`src/rtl/lsu_ctrl_if.sv`:
```
// Data-memory bus between the load/store unit (master) and data memory (slave).
// req/gnt is a standard valid/ready handshake; rvalid follows for every granted access.
interface lsu_ctrl_if;
  logic        data_req_op;
  logic        data_gnt_ip;
  logic [31:0] data_addr_op;
  logic        data_we_op;
  logic [3:0]  data_be_op;
  logic [31:0] data_wdata_op;
  logic        data_rvalid_ip;
  logic [31:0] data_rdata_ip;

  modport master (
    output data_req_op, data_addr_op, data_we_op, data_be_op, data_wdata_op,
    input  data_gnt_ip, data_rvalid_ip, data_rdata_ip
  );

  modport slave (
    input  data_req_op, data_addr_op, data_we_op, data_be_op, data_wdata_op,
    output data_gnt_ip, data_rvalid_ip, data_rdata_ip
  );
endinterface

```
`src/rtl/lsu_ctrl.sv`:
```
// Load/store unit controller: accepts an ALU address, runs req/gnt/rvalid to data
// memory and returns aligned, extended load data with a one-cycle completion pulse.
module lsu_ctrl #(
  parameter int unsigned MAX_WAIT = 255
) (
  input  logic        clk,
  input  logic        reset,
  input  logic        lsu_enable_ip,
  input  logic        lsu_we_ip,
  input  logic [1:0]  lsu_size_ip,
  input  logic        lsu_sign_ext_ip,
  input  logic [31:0] lsu_wdata_ip,
  input  logic [31:0] alu_result_ip,
  input  logic        alu_valid_ip,
  lsu_ctrl_if.master  mem,
  output logic [31:0] lsu_rdata_op,
  output logic        lsu_valid_op,
  output logic [1:0]  lsu_err_op,
  output logic        lsu_busy_op,
  output logic [1:0]  dbg_state_op
);

  typedef enum logic [1:0] {
    IDLE        = 2'd0,
    REQ         = 2'd1,
    WAIT_RVALID = 2'd2
  } state_t;

  localparam logic [1:0]  ERR_NONE     = 2'b00;
  localparam logic [1:0]  ERR_MISALIGN = 2'b01;
  localparam logic [1:0]  ERR_TIMEOUT  = 2'b10;
  localparam logic [15:0] CNT_LAST     = 16'(MAX_WAIT - 1);

  state_t      state_q, state_d;
  logic        req_q, req_d;
  logic [31:0] addr_q, addr_d;
  logic [1:0]  off_q, off_d;
  logic        we_q, we_d;
  logic [3:0]  be_q, be_d;
  logic [31:0] wdata_q, wdata_d;
  logic [1:0]  size_q, size_d;
  logic        sign_q, sign_d;
  logic [15:0] cnt_q, cnt_d;
  logic [31:0] rdata_q, rdata_d;
  logic        valid_q, valid_d;
  logic [1:0]  err_q, err_d;

  logic        misaligned;
  logic [31:0] lane;
  logic [31:0] load_ext;

  // Size 2'b11 falls through to the word cases everywhere below.
  always_comb begin
    misaligned = 1'b0;
    case (lsu_size_ip)
      2'b00:   misaligned = 1'b0;
      2'b01:   misaligned = alu_result_ip[0];
      default: misaligned = (alu_result_ip[1:0] != 2'b00);
    endcase
  end

  always_comb begin
    lane     = mem.data_rdata_ip >> {off_q, 3'b000};
    load_ext = lane;
    case (size_q)
      2'b00:   load_ext = {{24{sign_q & lane[7]}}, lane[7:0]};
      2'b01:   load_ext = {{16{sign_q & lane[15]}}, lane[15:0]};
      default: load_ext = lane;
    endcase
  end

  always_comb begin
    state_d = state_q;
    req_d   = req_q;
    addr_d  = addr_q;
    off_d   = off_q;
    we_d    = we_q;
    be_d    = be_q;
    wdata_d = wdata_q;
    size_d  = size_q;
    sign_d  = sign_q;
    cnt_d   = cnt_q;
    rdata_d = rdata_q;
    valid_d = 1'b0;
    err_d   = ERR_NONE;
    case (state_q)
      IDLE: begin
        if (lsu_enable_ip && alu_valid_ip) begin
          if (misaligned) begin
            valid_d = 1'b1;
            err_d   = ERR_MISALIGN;
            rdata_d = 32'h0;
          end else begin
            state_d = REQ;
            req_d   = 1'b1;
            addr_d  = {alu_result_ip[31:2], 2'b00};
            off_d   = alu_result_ip[1:0];
            we_d    = lsu_we_ip;
            size_d  = lsu_size_ip;
            sign_d  = lsu_sign_ext_ip;
            case (lsu_size_ip)
              2'b00: begin
                be_d    = 4'b0001 << alu_result_ip[1:0];
                wdata_d = {4{lsu_wdata_ip[7:0]}};
              end
              2'b01: begin
                be_d    = 4'b0011 << alu_result_ip[1:0];
                wdata_d = {2{lsu_wdata_ip[15:0]}};
              end
              default: begin
                be_d    = 4'b1111;
                wdata_d = lsu_wdata_ip;
              end
            endcase
          end
        end
      end
      REQ: begin
        // rvalid is deliberately not looked at here, even alongside gnt.
        if (mem.data_gnt_ip) begin
          state_d = WAIT_RVALID;
          req_d   = 1'b0;
          cnt_d   = 16'h0;
        end
      end
      WAIT_RVALID: begin
        if (mem.data_rvalid_ip) begin
          state_d = IDLE;
          valid_d = 1'b1;
          rdata_d = we_q ? 32'h0 : load_ext;
        end else if (cnt_q == CNT_LAST) begin
          state_d = IDLE;
          valid_d = 1'b1;
          err_d   = ERR_TIMEOUT;
          rdata_d = 32'h0;
        end else begin
          cnt_d = cnt_q + 16'h1;
        end
      end
      default: state_d = IDLE;
    endcase
  end

  always_ff @(posedge clk) begin
    if (reset) begin
      state_q <= IDLE;
      req_q   <= 1'b0;
      addr_q  <= 32'h0;
      off_q   <= 2'b00;
      we_q    <= 1'b0;
      be_q    <= 4'h0;
      wdata_q <= 32'h0;
      size_q  <= 2'b00;
      sign_q  <= 1'b0;
      cnt_q   <= 16'h0;
      rdata_q <= 32'h0;
      valid_q <= 1'b0;
      err_q   <= ERR_NONE;
    end else begin
      state_q <= state_d;
      req_q   <= req_d;
      addr_q  <= addr_d;
      off_q   <= off_d;
      we_q    <= we_d;
      be_q    <= be_d;
      wdata_q <= wdata_d;
      size_q  <= size_d;
      sign_q  <= sign_d;
      cnt_q   <= cnt_d;
      rdata_q <= rdata_d;
      valid_q <= valid_d;
      err_q   <= err_d;
    end
  end

  assign mem.data_req_op   = req_q;
  assign mem.data_addr_op  = addr_q;
  assign mem.data_we_op    = we_q;
  assign mem.data_be_op    = be_q;
  assign mem.data_wdata_op = wdata_q;
  assign lsu_rdata_op      = rdata_q;
  assign lsu_valid_op      = valid_q;
  assign lsu_err_op        = err_q;
  assign lsu_busy_op       = (state_q != IDLE);
  assign dbg_state_op      = state_q;

endmodule

```
`src/flat_wrapper.sv`:
```
// flat-port wrapper written by rule: the top's interface ports become plain ports
module lsu_ctrl_flat 
#(
  parameter int unsigned MAX_WAIT = 255
)
  (clk, reset, lsu_enable_ip, lsu_we_ip, lsu_size_ip, lsu_sign_ext_ip, lsu_wdata_ip, alu_result_ip, alu_valid_ip, lsu_rdata_op, lsu_valid_op, lsu_err_op, lsu_busy_op, dbg_state_op, mem_data_req_op, mem_data_addr_op, mem_data_we_op, mem_data_be_op, mem_data_wdata_op, mem_data_gnt_ip, mem_data_rvalid_ip, mem_data_rdata_ip);
  lsu_ctrl_if mem_i ();
  input  logic clk;
  input  logic reset;
  input  logic lsu_enable_ip;
  input  logic lsu_we_ip;
  input  logic [1:0] lsu_size_ip;
  input  logic lsu_sign_ext_ip;
  input  logic [31:0] lsu_wdata_ip;
  input  logic [31:0] alu_result_ip;
  input  logic alu_valid_ip;
  output logic [31:0] lsu_rdata_op;
  output logic lsu_valid_op;
  output logic [1:0] lsu_err_op;
  output logic lsu_busy_op;
  output logic [1:0] dbg_state_op;
  output wire logic [$bits(mem_i.data_req_op)-1:0] mem_data_req_op;
  output wire logic [$bits(mem_i.data_addr_op)-1:0] mem_data_addr_op;
  output wire logic [$bits(mem_i.data_we_op)-1:0] mem_data_we_op;
  output wire logic [$bits(mem_i.data_be_op)-1:0] mem_data_be_op;
  output wire logic [$bits(mem_i.data_wdata_op)-1:0] mem_data_wdata_op;
  input wire logic [$bits(mem_i.data_gnt_ip)-1:0] mem_data_gnt_ip;
  input wire logic [$bits(mem_i.data_rvalid_ip)-1:0] mem_data_rvalid_ip;
  input wire logic [$bits(mem_i.data_rdata_ip)-1:0] mem_data_rdata_ip;
  assign mem_data_req_op = mem_i.data_req_op;
  assign mem_data_addr_op = mem_i.data_addr_op;
  assign mem_data_we_op = mem_i.data_we_op;
  assign mem_data_be_op = mem_i.data_be_op;
  assign mem_data_wdata_op = mem_i.data_wdata_op;
  assign mem_i.data_gnt_ip = mem_data_gnt_ip;
  assign mem_i.data_rvalid_ip = mem_data_rvalid_ip;
  assign mem_i.data_rdata_ip = mem_data_rdata_ip;
  lsu_ctrl #(.MAX_WAIT(MAX_WAIT)) u_core (.clk(clk), .reset(reset), .lsu_enable_ip(lsu_enable_ip), .lsu_we_ip(lsu_we_ip), .lsu_size_ip(lsu_size_ip), .lsu_sign_ext_ip(lsu_sign_ext_ip), .lsu_wdata_ip(lsu_wdata_ip), .alu_result_ip(alu_result_ip), .alu_valid_ip(alu_valid_ip), .mem(mem_i), .lsu_rdata_op(lsu_rdata_op), .lsu_valid_op(lsu_valid_op), .lsu_err_op(lsu_err_op), .lsu_busy_op(lsu_busy_op), .dbg_state_op(dbg_state_op));
endmodule
```
`config.mk`:
```
export PLATFORM = sky130hd
export DESIGN_NAME = lsu_ctrl_flat
export DESIGN_NICKNAME = d
export VERILOG_FILES = /design/src/rtl/lsu_ctrl_if.sv /design/src/rtl/lsu_ctrl.sv /design/src/flat_wrapper.sv
export SDC_FILE = /design/constraint.sdc
export NUM_CORES = 1
export LEC_CHECK = 0
export BUFFER_PORTS_ARGS = -buffer_cell sky130_fd_sc_hd__buf_4
export CORE_UTILIZATION = 45
export DETAILED_ROUTE_END_ITERATION = 12
export PLACE_DENSITY_LB_ADDON = 0.1
export SETUP_SLACK_MARGIN = 0.02
export SLEW_MARGIN = 15
export SYNTH_ARGS = -nofsm -noshare
export SYNTH_HDL_FRONTEND = slang
export SYNTH_SLANG_ARGS = --single-unit
```
`constraint.sdc`:
```
create_clock -name clk -period 2.65 [get_ports clk]
set_clock_uncertainty 0.05 [all_clocks]
set_input_delay 0.265 -clock clk [delete_from_list [all_inputs] [get_ports clk]]
set_output_delay 0.265 -clock clk [all_outputs]
set_load 0.02 [all_outputs]
```
==> results.tsv, run 1 <==
stage	metric	value	unit
sta	Slew Limit Fails	0	
floorplan	# rows	40	
critical_path	critical setup path kind	reg -> reg	
clock_tree	hold_buf cts	0	
placed_design	Final Wtd Congestion	0.836	
sta	Hold Fails Final Rpt	0	
sta	post-route clock period utilization	94.6	%
critical_path	startpoint types	flop	
layout	# fillers	1034	
sta	Fin Setup TNS	0	ns
detailed_routing	First-pass DRT Iterations	4	
floorplan	Initial Util	46.4	%
clock_tree	clock sinks	126	
clock_tree	Worst-Skew Late Latency	0.42	ns
sta	post-route setup slack	0.143	ns
critical_path	Worst Setup End Kind	flop	
yosys	post-synthesis mux area share	7.38	%
clock_tree	post-CTS resize count	0	
layout	final instance area	7850	µm²
detailed_routing	Post-DRT Antenna Nets	0	
yosys	main combinational cell family by area after synthesis	compound AO/OA/AOI/OAI gates	
yosys	commonest cells in the netlist	nand2_1 (146), dfxtp_1 (126), a21oi_1 (77), nor2_1 (60), clkbuf_1 (38)	
yosys	largest area contributor in the synthesized netlist	dfxtp_1	
clock_tree	clk slew on worst S/H paths	0.06	ns
clock_tree	CTS tree	built	
yosys	Mapped Avg Cell Area	8.42	µm²
placed_design	DP Wirelength	11300	µm
layout	Finished Core Util	65.1	%
layout	final std cells w/o fill	1038	
layout	Reg area	2520	µm²
yosys	XOR/XNOR Fraction of Synth Area	1.10	%
global_routing	initial antenna violation count	0	
clock_tree	Clock Path Buffers	2	
yosys	EDFF count, synth	0	
placed_design	port bufs	211	
yosys	FF+latch count, synth	126	
layout	Layout area overhead	40.3	%
critical_path	Max FO, Critical Path	16	
global_routing	gr ovfl total	0	
power	PwrDens	614	nW/µm²
layout	nets@finish	966	
layout	multi-input logic area	2820	µm²
global_routing	largest net degree at the start of global routing	65	
clock_tree	H-tree Lvls	4	
placed_design	total placed instance area	7280	µm²
layout	layout cells sized above 1	33.1	%
flow_run	Max-Cap Viols	0	
sta	hold slack	0.0382	ns
yosys	Synth Area in Adders	0.448	%
detailed_routing	Routed wire per std cell	15.3	µm
global_routing	GR Util All Layers	24.9	%
placed_design	Inst Count DP	1007	
floorplan	core box area	12100	µm²
yosys	main area contributors after synthesis	dfxtp_1 (45%), nand2_1 (9.8%), a21oi_1 (6.9%)	
power	worst vdd ir	0.000465	V
sta	unrepaired setup endpoints after global routing	no	
global_routing	number of global-route vias before repair	5068	
yosys	top_reg_cell synth	dfxtp_1	
yosys	most frequent cell after synthesis	nand2_1	
sta	Slew HR	57.2	%
detailed_routing	via count	5442	
detailed_routing	post-DR vias/cell	5.24	
detailed_routing	Iteration-0 DRC Markers	320	
power	overall power	4.82	mW
detailed_routing	final WL	15900	µm
yosys	Synth Area in Simple Gates	20.0	%
critical_path	Worst EP required	2.89	ns
outcome	status	finished clean	
floorplan	I/O pin total	214	
placed_design	worst slack, placed	0.168	ns
floorplan	Die Wd	113	µm
floorplan	Die Y	113	µm
yosys	Synth Area in Compound Gates	21.1	%
critical_path	CP arrival	2.74	ns
power	Leak	3.16	nW
worst_hold_path	hold path depth	3	
sta	fmax	399	MHz
clock_tree	Num CTS Buffers	17	
yosys	Netlist cell types	58	
worst_hold_path	Hold Crit Class	in -> reg	
sta	setup violators final	0	
floorplan	Die ar.	12900	µm²
layout	n_diodes	0	
yosys	cells after synthesis	664	
global_routing	global-route wire length before repair	25100	µm
yosys	top cell type's share of synthesized area	45.1	%
yosys	Yosys warning count	0	
clock_tree	CTS root buf	clkbuf_16	
sta	Final min period	2.51	ns
clock_tree	Post-CTS Setup Bufs	0	
critical_path	reg2reg path depth	5	
detailed_routing	DRC	0	
yosys	Seq/Total Area, Yosys	45.1	%
yosys	synthesized area	5590	µm²
yosys	share of flip-flops with an asynchronous set or reset	0	%
sta	Slew @ Worst Pin	0.642	ns
kinds of logic (layout without fill, tap and decap cells):
logic type | Yosys count | after routing
flip-flops | 126 | 126
AND/OR/NAND/NOR | 252 | 252
XOR/XNOR | 7 | 7
other | 1 | 2
multiplexers | 39 | 39
AO/OA/AOI/OAI | 180 | 180
adder cells (fa/ha/maj) | 2 | 2
buffers and inverters | 57 | 262
layout by cell type (no fill, tap or decap), types with 2 or more instances in the layout:
| cell | count |
|---|---|
| clkbuf_1 | 2 |
| or4_4 | 2 |
| a22oi_1 | 9 |
| or2_2 | 3 |
| nor2b_1 | 5 |
| clkinv_2 | 6 |
| nand2_1 | 145 |
| o211ai_1 | 8 |
| inv_1 | 6 |
| and3_1 | 2 |
| or4_1 | 2 |
| a21oi_1 | 77 |
| nand3_1 | 4 |
| buf_4 | 222 |
| mux2_2 | 8 |
| mux2i_1 | 30 |
| a22o_1 | 8 |
| nor2_1 | 60 |
| a211oi_2 | 11 |
| nor4bb_1 | 2 |
| clkbuf_16 | 17 |
| o21ai_0 | 28 |
| a311oi_1 | 10 |
| a31oi_1 | 2 |
| a211oi_1 | 17 |
| dfxtp_1 | 126 |
| ha_1 | 2 |
| xnor2_1 | 7 |
| nand2b_1 | 2 |
| nand4_1 | 4 |
| conb_1 | 2 |
| buf_12 | 2 |
| clkbuf_8 | 5 |
| and3b_1 | 2 |
| o31ai_1 | 2 |
| or3_1 | 5 |
metal layers:
metal	wire length (µm)	global-route usage [%]	up-vias	share of wire (%)
li1	-	-	2701	-
met1	6690	29.0	2542	42
met2	7640	42.0	178	48
met3	1260	8.77	21	7.9
met4	274	9.56	0	1.7
met5	0	0	-	0
registers in the layout, indices dropped and copies added, names as in the netlist:
signal,cells
u_core.cnt_q,16
u_core.dbg_state_op,2
u_core.lsu_err_op,2
u_core.lsu_rdata_op,32
u_core.lsu_valid_op,1
u_core.mem.data_addr_op,30
u_core.mem.data_be_op,4
u_core.mem.data_req_op,1
u_core.mem.data_wdata_op,32
u_core.mem.data_we_op,1
u_core.off_q,2
u_core.sign_q,1
u_core.size_q,2
final cells by class:
cell class              instances  area share (%)
clock inverters                 7           0.765
multi-input cells             482            35.9
well taps                     168            2.68
clock buffers                  24            6.39
repair buffers                224            21.8
flip-flops and latches        126            32.1
inverters                       7           0.335
critical path, cell delays in order (launching register included):
cell	delay, ns
dfxtp_1	0.34
or4_4	0.53
or4_4	0.59
o21a_1	0.36
nor2_8	0.37
a211oi_2	0.13
worst paths after layout:
kind                                                  from                                       end  slack (ns)
setup / recovery             u_core.cnt_q[11]$_SDFFE_PP0P_      u_core.lsu_rdata_op[29]$_SDFFE_PP0P_        0.14
hold reg to reg   u_core.mem.data_wdata_op[6]$_SDFFE_PP0P_  u_core.mem.data_wdata_op[6]$_SDFFE_PP0P_        0.40
hold / removal                           alu_result_ip[29]  u_core.mem.data_addr_op[29]$_SDFFE_PP0P_        0.04
setup reg to reg             u_core.cnt_q[11]$_SDFFE_PP0P_      u_core.lsu_rdata_op[29]$_SDFFE_PP0P_        0.14
power by group:
group | internal [mW] | switching [mW] | total (mW) | leakage, nW
combinational | 0.285 | 0.341 | 0.626 | 1.86
clock | 1.40 | 0.796 | 2.19 | 0.285
sequential | 1.96 | 0.0391 | 2.00 | 1.02
total | 3.64 | 1.18 | 4.82 | 3.16
No activity file was read; power rests on OpenSTA's default activity.
==> run 2: changes to the inputs <==
--- a/config.mk
+++ b/config.mk
@@ -6,7 +6,7 @@
 export NUM_CORES = 1
 export LEC_CHECK = 0
 export BUFFER_PORTS_ARGS = -buffer_cell sky130_fd_sc_hd__buf_4
-export CORE_UTILIZATION = 45
+export CORE_UTILIZATION = 49
 export DETAILED_ROUTE_END_ITERATION = 12
 export PLACE_DENSITY_LB_ADDON = 0.1
 export SETUP_SLACK_MARGIN = 0.02
==> run 2 against run 1 <==
Compared with the run above: maximum frequency up 0.42%; flip-flop and latch count unchanged; via count about the same; clock-buffer cell count unchanged; worst hold slack worse by 0.023 ns; sequential power is essentially flat; largest cell class unchanged; largest power group unchanged; highest routed layer unchanged.
==> results.tsv, run 2 (synthesized netlist as in run 1, its figures left out) <==
stage	metric	value	unit	change
outcome	status	finished clean		unchanged
layout	final std cells w/o fill	1008		was 1038
critical_path	Worst Setup End Kind	flop		unchanged
global_routing	GR Util All Layers	26.6	%	was 24.9%
clock_tree	post-CTS resize count	0		unchanged
clock_tree	Clock Path Buffers	2		unchanged
global_routing	initial antenna violation count	0		unchanged
sta	Fin Setup TNS	0	ns	unchanged
critical_path	CP peak stage delay	0.59	ns	about the same
clock_tree	CTS root buf	clkbuf_16		unchanged
layout	layout cells sized above 1	32.8	%	was 33.1%
power	PwrDens	635	nW/µm²	was 614 nW/µm²
sta	Slew HR	53.6	%	was 57.2%
critical_path	Bufs and invs on worst path	0		unchanged
placed_design	Final Wtd Congestion	0.904		was 0.836
global_routing	largest net degree at the start of global routing	61		was 65
global_routing	global-route wire length before repair	24400	µm	was 25100 µm
detailed_routing	final WL	15600	µm	was 15900 µm
floorplan	core box area	11000	µm²	was 12100 µm²
sta	Slew @ Worst Pin	0.696	ns	was 0.642 ns
floorplan	I/O pin total	214		unchanged
critical_path	Critical Path Most Common Cell	or4_4		unchanged
detailed_routing	Post-DRT Antenna Nets	0		unchanged
worst_hold_path	hold path depth	2		was 3
sta	Hold Fails Final Rpt	0		unchanged
detailed_routing	DRC	0		unchanged
critical_path	startpoint types	flop		unchanged
critical_path	CP arrival	2.71	ns	was 2.74 ns
critical_path	Critical Path End	u_core.lsu_rdata_op[20]$_SDFFE_PP0P_		was u_core.lsu_rdata_op[29]$_SDFFE_PP0P_
critical_path	reg2reg start	u_core.cnt_q[11]$_SDFFE_PP0P_		unchanged
clock_tree	hold_buf cts	0		unchanged
critical_path	Worst EP required	2.86	ns	was 2.89 ns
clock_tree	clock sinks	126		unchanged
clock_tree	Post-CTS Setup Bufs	0		unchanged
sta	Slew Limit Fails	0		unchanged
power	worst vdd ir	0.000402	V	was 0.000465 V
floorplan	Die Y	109	µm	was 113 µm
critical_path	crit-path cells	or4_4 -> or4_4 -> o21a_1 -> nor2_8 -> a211oi_1		was or4_4 -> or4_4 -> o21a_1 -> nor2_8 -> a211oi_2
clock_tree	Num CTS Buffers	17		unchanged
sta	Final min period	2.50	ns	was 2.51 ns
floorplan	Die Wd	109	µm	was 113 µm
sta	hold slack	0.0152	ns	was 0.0382 ns
sta	unrepaired setup endpoints after global routing	no		unchanged
sta	fmax	401	MHz	was 399 MHz
clock_tree	Worst-Skew Late Latency	0.41	ns	was 0.42 ns
layout	Finished Core Util	71.4	%	was 65.1%
layout	most common library cell in the layout ignoring fill and taps	buf_4		unchanged
critical_path	Max FO, Critical Path	16		unchanged
placed_design	Inst Count DP	978		was 1007
clock_tree	CTS tree	built		unchanged
layout	commonest non-fill, non-tap cells in the layout	buf_4 (221), nand2_1 (145), dfxtp_1 (126)		was buf_4 (222), nand2_1 (145), dfxtp_1 (126)
critical_path	Crit. Startpoint	u_core.cnt_q[11]$_SDFFE_PP0P_		unchanged
floorplan	Die ar.	11800	µm²	was 12900 µm²
placed_design	DP Wirelength	11300	µm	about the same
detailed_routing	Iteration-0 DRC Markers	310		was 320
clock_tree	clk slew on worst S/H paths	0.05	ns	was 0.06 ns
detailed_routing	via count	5439		was 5442
sta	post-route clock period utilization	94.2	%	was 94.6%
detailed_routing	Routed wire per std cell	15.5	µm	was 15.3 µm
critical_path	reg2reg path depth	5		unchanged
layout	Layout area overhead	40.2	%	was 40.3%
power	Leak	3.17	nW	was 3.16 nW
global_routing	gr ovfl total	0		unchanged
sta	setup violators final	0		unchanged
worst_hold_path	Hold Crit Class	in -> reg		unchanged
floorplan	Initial Util	50.9	%	was 46.4%
floorplan	# rows	38		was 40
critical_path	CP max stage cell	or4_4		unchanged
placed_design	port bufs	211		unchanged
detailed_routing	post-DR vias/cell	5.40		was 5.24
detailed_routing	First-pass DRT Iterations	5		was 4
critical_path	Top delay family on crit path	simple AND/OR/NAND/NOR gates		unchanged
critical_path	reg2reg end	u_core.lsu_rdata_op[20]$_SDFFE_PP0P_		was u_core.lsu_rdata_op[29]$_SDFFE_PP0P_
critical_path	critical setup path kind	reg -> reg		unchanged
layout	n_diodes	0		unchanged
clock_tree	H-tree Lvls	4		unchanged
layout	nets@finish	965		was 966
global_routing	number of global-route vias before repair	5111		was 5068
critical_path	Worst path depth	5		unchanged
critical_path	r2r setup slk	0.15	ns	was 0.14 ns
flow_run	Max-Cap Viols	0		unchanged
run 2: cell types whose count changed in the layout (fill, tap and decap cells not counted):
cell / change
clkbuf_8: -1
clkinvlp_4: +1
buf_4: -1
clkinv_2: -4
clkbuf_1: +1
bufinv_16: +2
run 2: area by class of cell:
type / instances / area, µm²
fill: 888 / 3140
multi-input combinational: 482 / 2820
sequential: 126 / 2520
timing repair buffer: 223 / 1700
clock buffer: 24 / 492
tap: 140 / 175
clock inverter: 6 / 108
inverter: 7 / 26.3
run 2: power breakdown:
part           internal (mW)  total, mW  switching [mW]  leakage, nW
sequential              1.96       2.00          0.0383         1.02
combinational          0.284      0.625           0.341         1.85
clock                   1.56       2.35           0.787        0.292
total                   3.81       4.98            1.17         3.17
run 2: per-layer routing:
metal / part of all wire, % / wire length (µm) / vias up / track usage, %
met1: 40 / 6250 / 2498 / 31.1
met4: 1.5 / 232 / 0 / 9.65
li1: - / - / 2708 / -
met3: 9.3 / 1450 / 20 / 9.38
met5: 0 / 0 / - / 0
met2: 49 / 7650 / 213 / 44.8
run 2: per-stage QoR:
stage                     area, µm²  setup WS (ns)  power, mW
after global placement         7240          0.219       2.65
final                          7840          0.153       4.98
after CTS                      7840          0.159       5.01
after detailed placement       7240          0.179       2.66
after floorplan                5600          0.323       2.37
after global routing           7840         0.0371       5.15
run 2: worst register-to-register path: stages (launching register included):
cell	delay, ns
dfxtp_1	0.35
or4_4	0.53
or4_4	0.59
o21a_1	0.36
nor2_8	0.35
a211oi_1	0.14
run 2: worst min path at each step:
stage	start	end	slack (ns)
2_1_floorplan	mem_data_rvalid_ip	u_core.lsu_err_op[1]$_SDFF_PP0_	0.29
3_3_place_gp	u_core.mem.data_addr_op[21]$_SDFFE_PP0P_	u_core.mem.data_addr_op[21]$_SDFFE_PP0P_	0.39
3_5_place_dp	u_core.mem.data_addr_op[15]$_SDFFE_PP0P_	u_core.mem.data_addr_op[15]$_SDFFE_PP0P_	0.40
4_1_cts	mem_data_rvalid_ip	u_core.lsu_err_op[1]$_SDFF_PP0_	0.006
5_1_grt	mem_data_rvalid_ip	u_core.lsu_err_op[1]$_SDFF_PP0_	0.01
6_report	mem_data_rvalid_ip	u_core.lsu_err_op[1]$_SDFF_PP0_	0.02
==> run 3: changes to the inputs <==
--- a/config.mk
+++ b/config.mk
@@ -6,6 +6,7 @@
 export NUM_CORES = 1
 export LEC_CHECK = 0
 export BUFFER_PORTS_ARGS = -buffer_cell sky130_fd_sc_hd__buf_4
+export CORE_ASPECT_RATIO = 0.8
 export CORE_UTILIZATION = 49
 export DETAILED_ROUTE_END_ITERATION = 12
 export PLACE_DENSITY_LB_ADDON = 0.1
==> run 3 against run 2 <==
Compared with the run above: global-route usage grew 1.5 points; non-clock buffer count grew 4; utilization grew 0.69 points; via count grew 1.8%; sequential power is essentially flat; total power grew 0.58%; maximum frequency grew 1.9%; routed wire length grew 5.9%; critical path depth grew 1; sequential share of layout area shrank 0.28 points; critical endpoint is now u_core.lsu_rdata_op[18]$_SDFFE_PP0P_.
==> results.tsv, run 3 (synthesized netlist as in run 1, its figures left out) <==
stage	metric	value	unit	change
critical_path	startpoint types	flop		unchanged
outcome	status	finished clean		unchanged
clock_tree	Clock Path Buffers	2		unchanged
critical_path	CP arrival	2.67	ns	was 2.71 ns
sta	Slew Limit Fails	0		unchanged
critical_path	Worst Setup End Kind	flop		unchanged
layout	# fillers	842		was 888
power	Sw Pwr	1.21	mW	was 1.17 mW
clock_tree	Num CTS Buffers	17		unchanged
floorplan	Die Wd	121	µm	was 109 µm
detailed_routing	via count	5536		was 5439
layout	Layout area overhead	41.5	%	was 40.2%
clock_tree	hold_buf cts	0		unchanged
critical_path	reg2reg start	u_core.cnt_q[8]$_SDFFE_PP0P_		was u_core.cnt_q[11]$_SDFFE_PP0P_
detailed_routing	post-DR vias/cell	5.44		was 5.40
placed_design	port bufs	211		unchanged
power	clock power share	47.2	%	about the same
floorplan	core box area	11000	µm²	about the same
clock_tree	CTS tree	built		unchanged
worst_hold_path	hold worst-path end	u_core.lsu_err_op[1]$_SDFF_PP0_		unchanged
critical_path	reg2reg path depth	6		was 5
layout	commonest non-fill, non-tap cells in the layout	buf_4 (223), nand2_1 (145), dfxtp_1 (126)		was buf_4 (221), nand2_1 (145), dfxtp_1 (126)
critical_path	Bufs and invs on worst path	1		was 0
power	internal power	3.80	mW	was 3.81 mW
clock_tree	clock sinks	126		unchanged
critical_path	Max FO, Critical Path	16		unchanged
floorplan	Die ar.	11800	µm²	about the same
detailed_routing	Iteration-0 DRC Markers	427		was 310
global_routing	number of global-route vias before repair	5355		was 5111
sta	setup violators final	0		unchanged
worst_hold_path	hold_sp	mem_data_rvalid_ip		unchanged
detailed_routing	DRC	0		unchanged
placed_design	Final Wtd Congestion	0.817		was 0.904
clock_tree	clk slew on worst S/H paths	0.06	ns	was 0.05 ns
power	proportion of power drawn by combinational gates	12.9	%	was 12.6%
global_routing	GR Util All Layers	28.1	%	was 26.6%
global_routing	gr ovfl total	0		unchanged
critical_path	CP peak stage delay	0.58	ns	was 0.59 ns
clock_tree	H-tree Lvls	4		unchanged
global_routing	initial antenna violation count	0		unchanged
detailed_routing	Routed wire per std cell	16.2	µm	was 15.5 µm
global_routing	largest net degree at the start of global routing	44		was 61
layout	most common library cell in the layout ignoring fill and taps	buf_4		unchanged
critical_path	reg2reg end	u_core.lsu_rdata_op[18]$_SDFFE_PP0P_		was u_core.lsu_rdata_op[20]$_SDFFE_PP0P_
sta	Slew HR	52.9	%	was 53.6%
floorplan	Die Y	97.5	µm	was 109 µm
sta	Hold Fails Final Rpt	0		unchanged
floorplan	I/O pin total	214		unchanged
floorplan	# rows	34		was 38
clock_tree	CTS root buf	clkbuf_16		unchanged
power	switching portion of total power	24.1	%	was 23.4%
sta	Final min period	2.45	ns	was 2.50 ns
sta	Fin Setup TNS	0	ns	unchanged
clock_tree	post-CTS resize count	0		unchanged
global_routing	global-route wire length before repair	26000	µm	was 24400 µm
layout	layout cells sized above 1	33.5	%	was 32.8%
worst_hold_path	hold path depth	2		unchanged
critical_path	Worst EP required	2.87	ns	was 2.86 ns
sta	hold slack	0.0332	ns	was 0.0152 ns
sta	unrepaired setup endpoints after global routing	no		unchanged
floorplan	Initial Util	50.9	%	about the same
critical_path	crit-path cells	or4b_1 -> or4_4 -> o21a_1 -> nor2_8 -> buf_12 -> a211oi_1		was or4_4 -> or4_4 -> o21a_1 -> nor2_8 -> a211oi_1
critical_path	critical setup path kind	reg -> reg		unchanged
sta	Slew @ Worst Pin	0.707	ns	was 0.696 ns
critical_path	r2r setup slk	0.20	ns	was 0.15 ns
clock_tree	Worst-Skew Late Latency	0.41	ns	about the same
critical_path	CP max stage cell	or4b_1		was or4_4
power	worst vdd ir	0.000500	V	was 0.000402 V
layout	Finished Core Util	72.1	%	was 71.4%
detailed_routing	First-pass DRT Iterations	4		was 5
placed_design	DP Wirelength	11800	µm	was 11300 µm
power	PwrDens	633	nW/µm²	was 635 nW/µm²
sta	post-route clock period utilization	92.4	%	was 94.2%
power	Seq pwr share	40.0	%	was 40.2%
layout	nets@finish	969		was 965
layout	n_diodes	0		unchanged
critical_path	Top delay family on crit path	simple AND/OR/NAND/NOR gates		unchanged
power	Leak	3.20	nW	was 3.17 nW
worst_hold_path	Hold Crit Class	in -> reg		unchanged
detailed_routing	Post-DRT Antenna Nets	0		unchanged
detailed_routing	final WL	16500	µm	was 15600 µm
flow_run	Max-Cap Viols	0		unchanged
sta	fmax	408	MHz	was 401 MHz
clock_tree	Post-CTS Setup Bufs	0		unchanged
[run 3: routing by layer]
layer / global-route usage, % / routed length, µm
met5: 0 / 0
met4: 14.2 / 476
met3: 6.46 / 1240
met2: 43.9 / 7810
met1: 36.0 / 6980
[run 3: layout make-up]
class | instances | area, µm² | area share (%)
Clock inverter | 11 | 139 | 1.76
Inverter | 7 | 26.3 | 0.332
Tap cell | 144 | 180 | 2.28
Clock buffer | 21 | 470 | 5.95
Sequential cell | 126 | 2520 | 31.9
Multi-Input combinational cell | 482 | 2820 | 35.6
Timing Repair Buffer | 227 | 1750 | 22.2
[run 3: worst max path at each step]
stage                                   from  slack (ns)  cells past startpoint                                   end
2_1_floorplan  u_core.cnt_q[11]$_SDFFE_PP0P_        0.32                      8  u_core.lsu_rdata_op[25]$_SDFFE_PP0P_
3_3_place_gp    u_core.cnt_q[8]$_SDFFE_PP0P_        0.22                      5  u_core.lsu_rdata_op[20]$_SDFFE_PP0P_
3_5_place_dp    u_core.cnt_q[8]$_SDFFE_PP0P_        0.14                      5  u_core.lsu_rdata_op[18]$_SDFFE_PP0P_
4_1_cts         u_core.cnt_q[8]$_SDFFE_PP0P_        0.11                      5  u_core.lsu_rdata_op[18]$_SDFFE_PP0P_
5_1_grt         u_core.cnt_q[8]$_SDFFE_PP0P_        0.08                      6  u_core.lsu_rdata_op[18]$_SDFFE_PP0P_
6_report        u_core.cnt_q[8]$_SDFFE_PP0P_        0.20                      6  u_core.lsu_rdata_op[18]$_SDFFE_PP0P_
[run 3: through the flow]
| step | total power [mW] | instances | instance area, µm² | setup WS, ns |
|---|---|---|---|---|
| floorplan | 2.37 | 665 | 5600 | 0.323 |
| global placement | 2.66 | 985 | 7280 | 0.217 |
| detailed placement | 2.67 | 985 | 7280 | 0.137 |
| CTS | 5.03 | 1017 | 7890 | 0.112 |
| global route | 5.18 | 1018 | 7910 | 0.0835 |
| finish | 5.01 | 1018 | 7910 | 0.201 |
[run 3: worst reg2reg max path, delay by kind of cell, from the launching register on]
| family | cells | cell delay, ns |
|---|---|---|
| buffers and inverters | 1 | 0.17 |
| AND/OR/NAND/NOR | 3 | 1.30 |
| flip-flops | 1 | 0.33 |
| AO/OA/AOI/OAI | 2 | 0.46 |
[run 3: power by group through the flow]
stage / Sequential [mW] / Combinational, mW / Clock, mW
2_1_floorplan: 2.11 / 0.257 / 0
3_3_place_gp: 2.04 / 0.621 / 0
3_5_place_dp: 2.04 / 0.634 / 0
4_1_cts: 2.00 / 0.638 / 2.39
5_1_grt: 2.01 / 0.692 / 2.48
6_report: 2.00 / 0.644 / 2.36
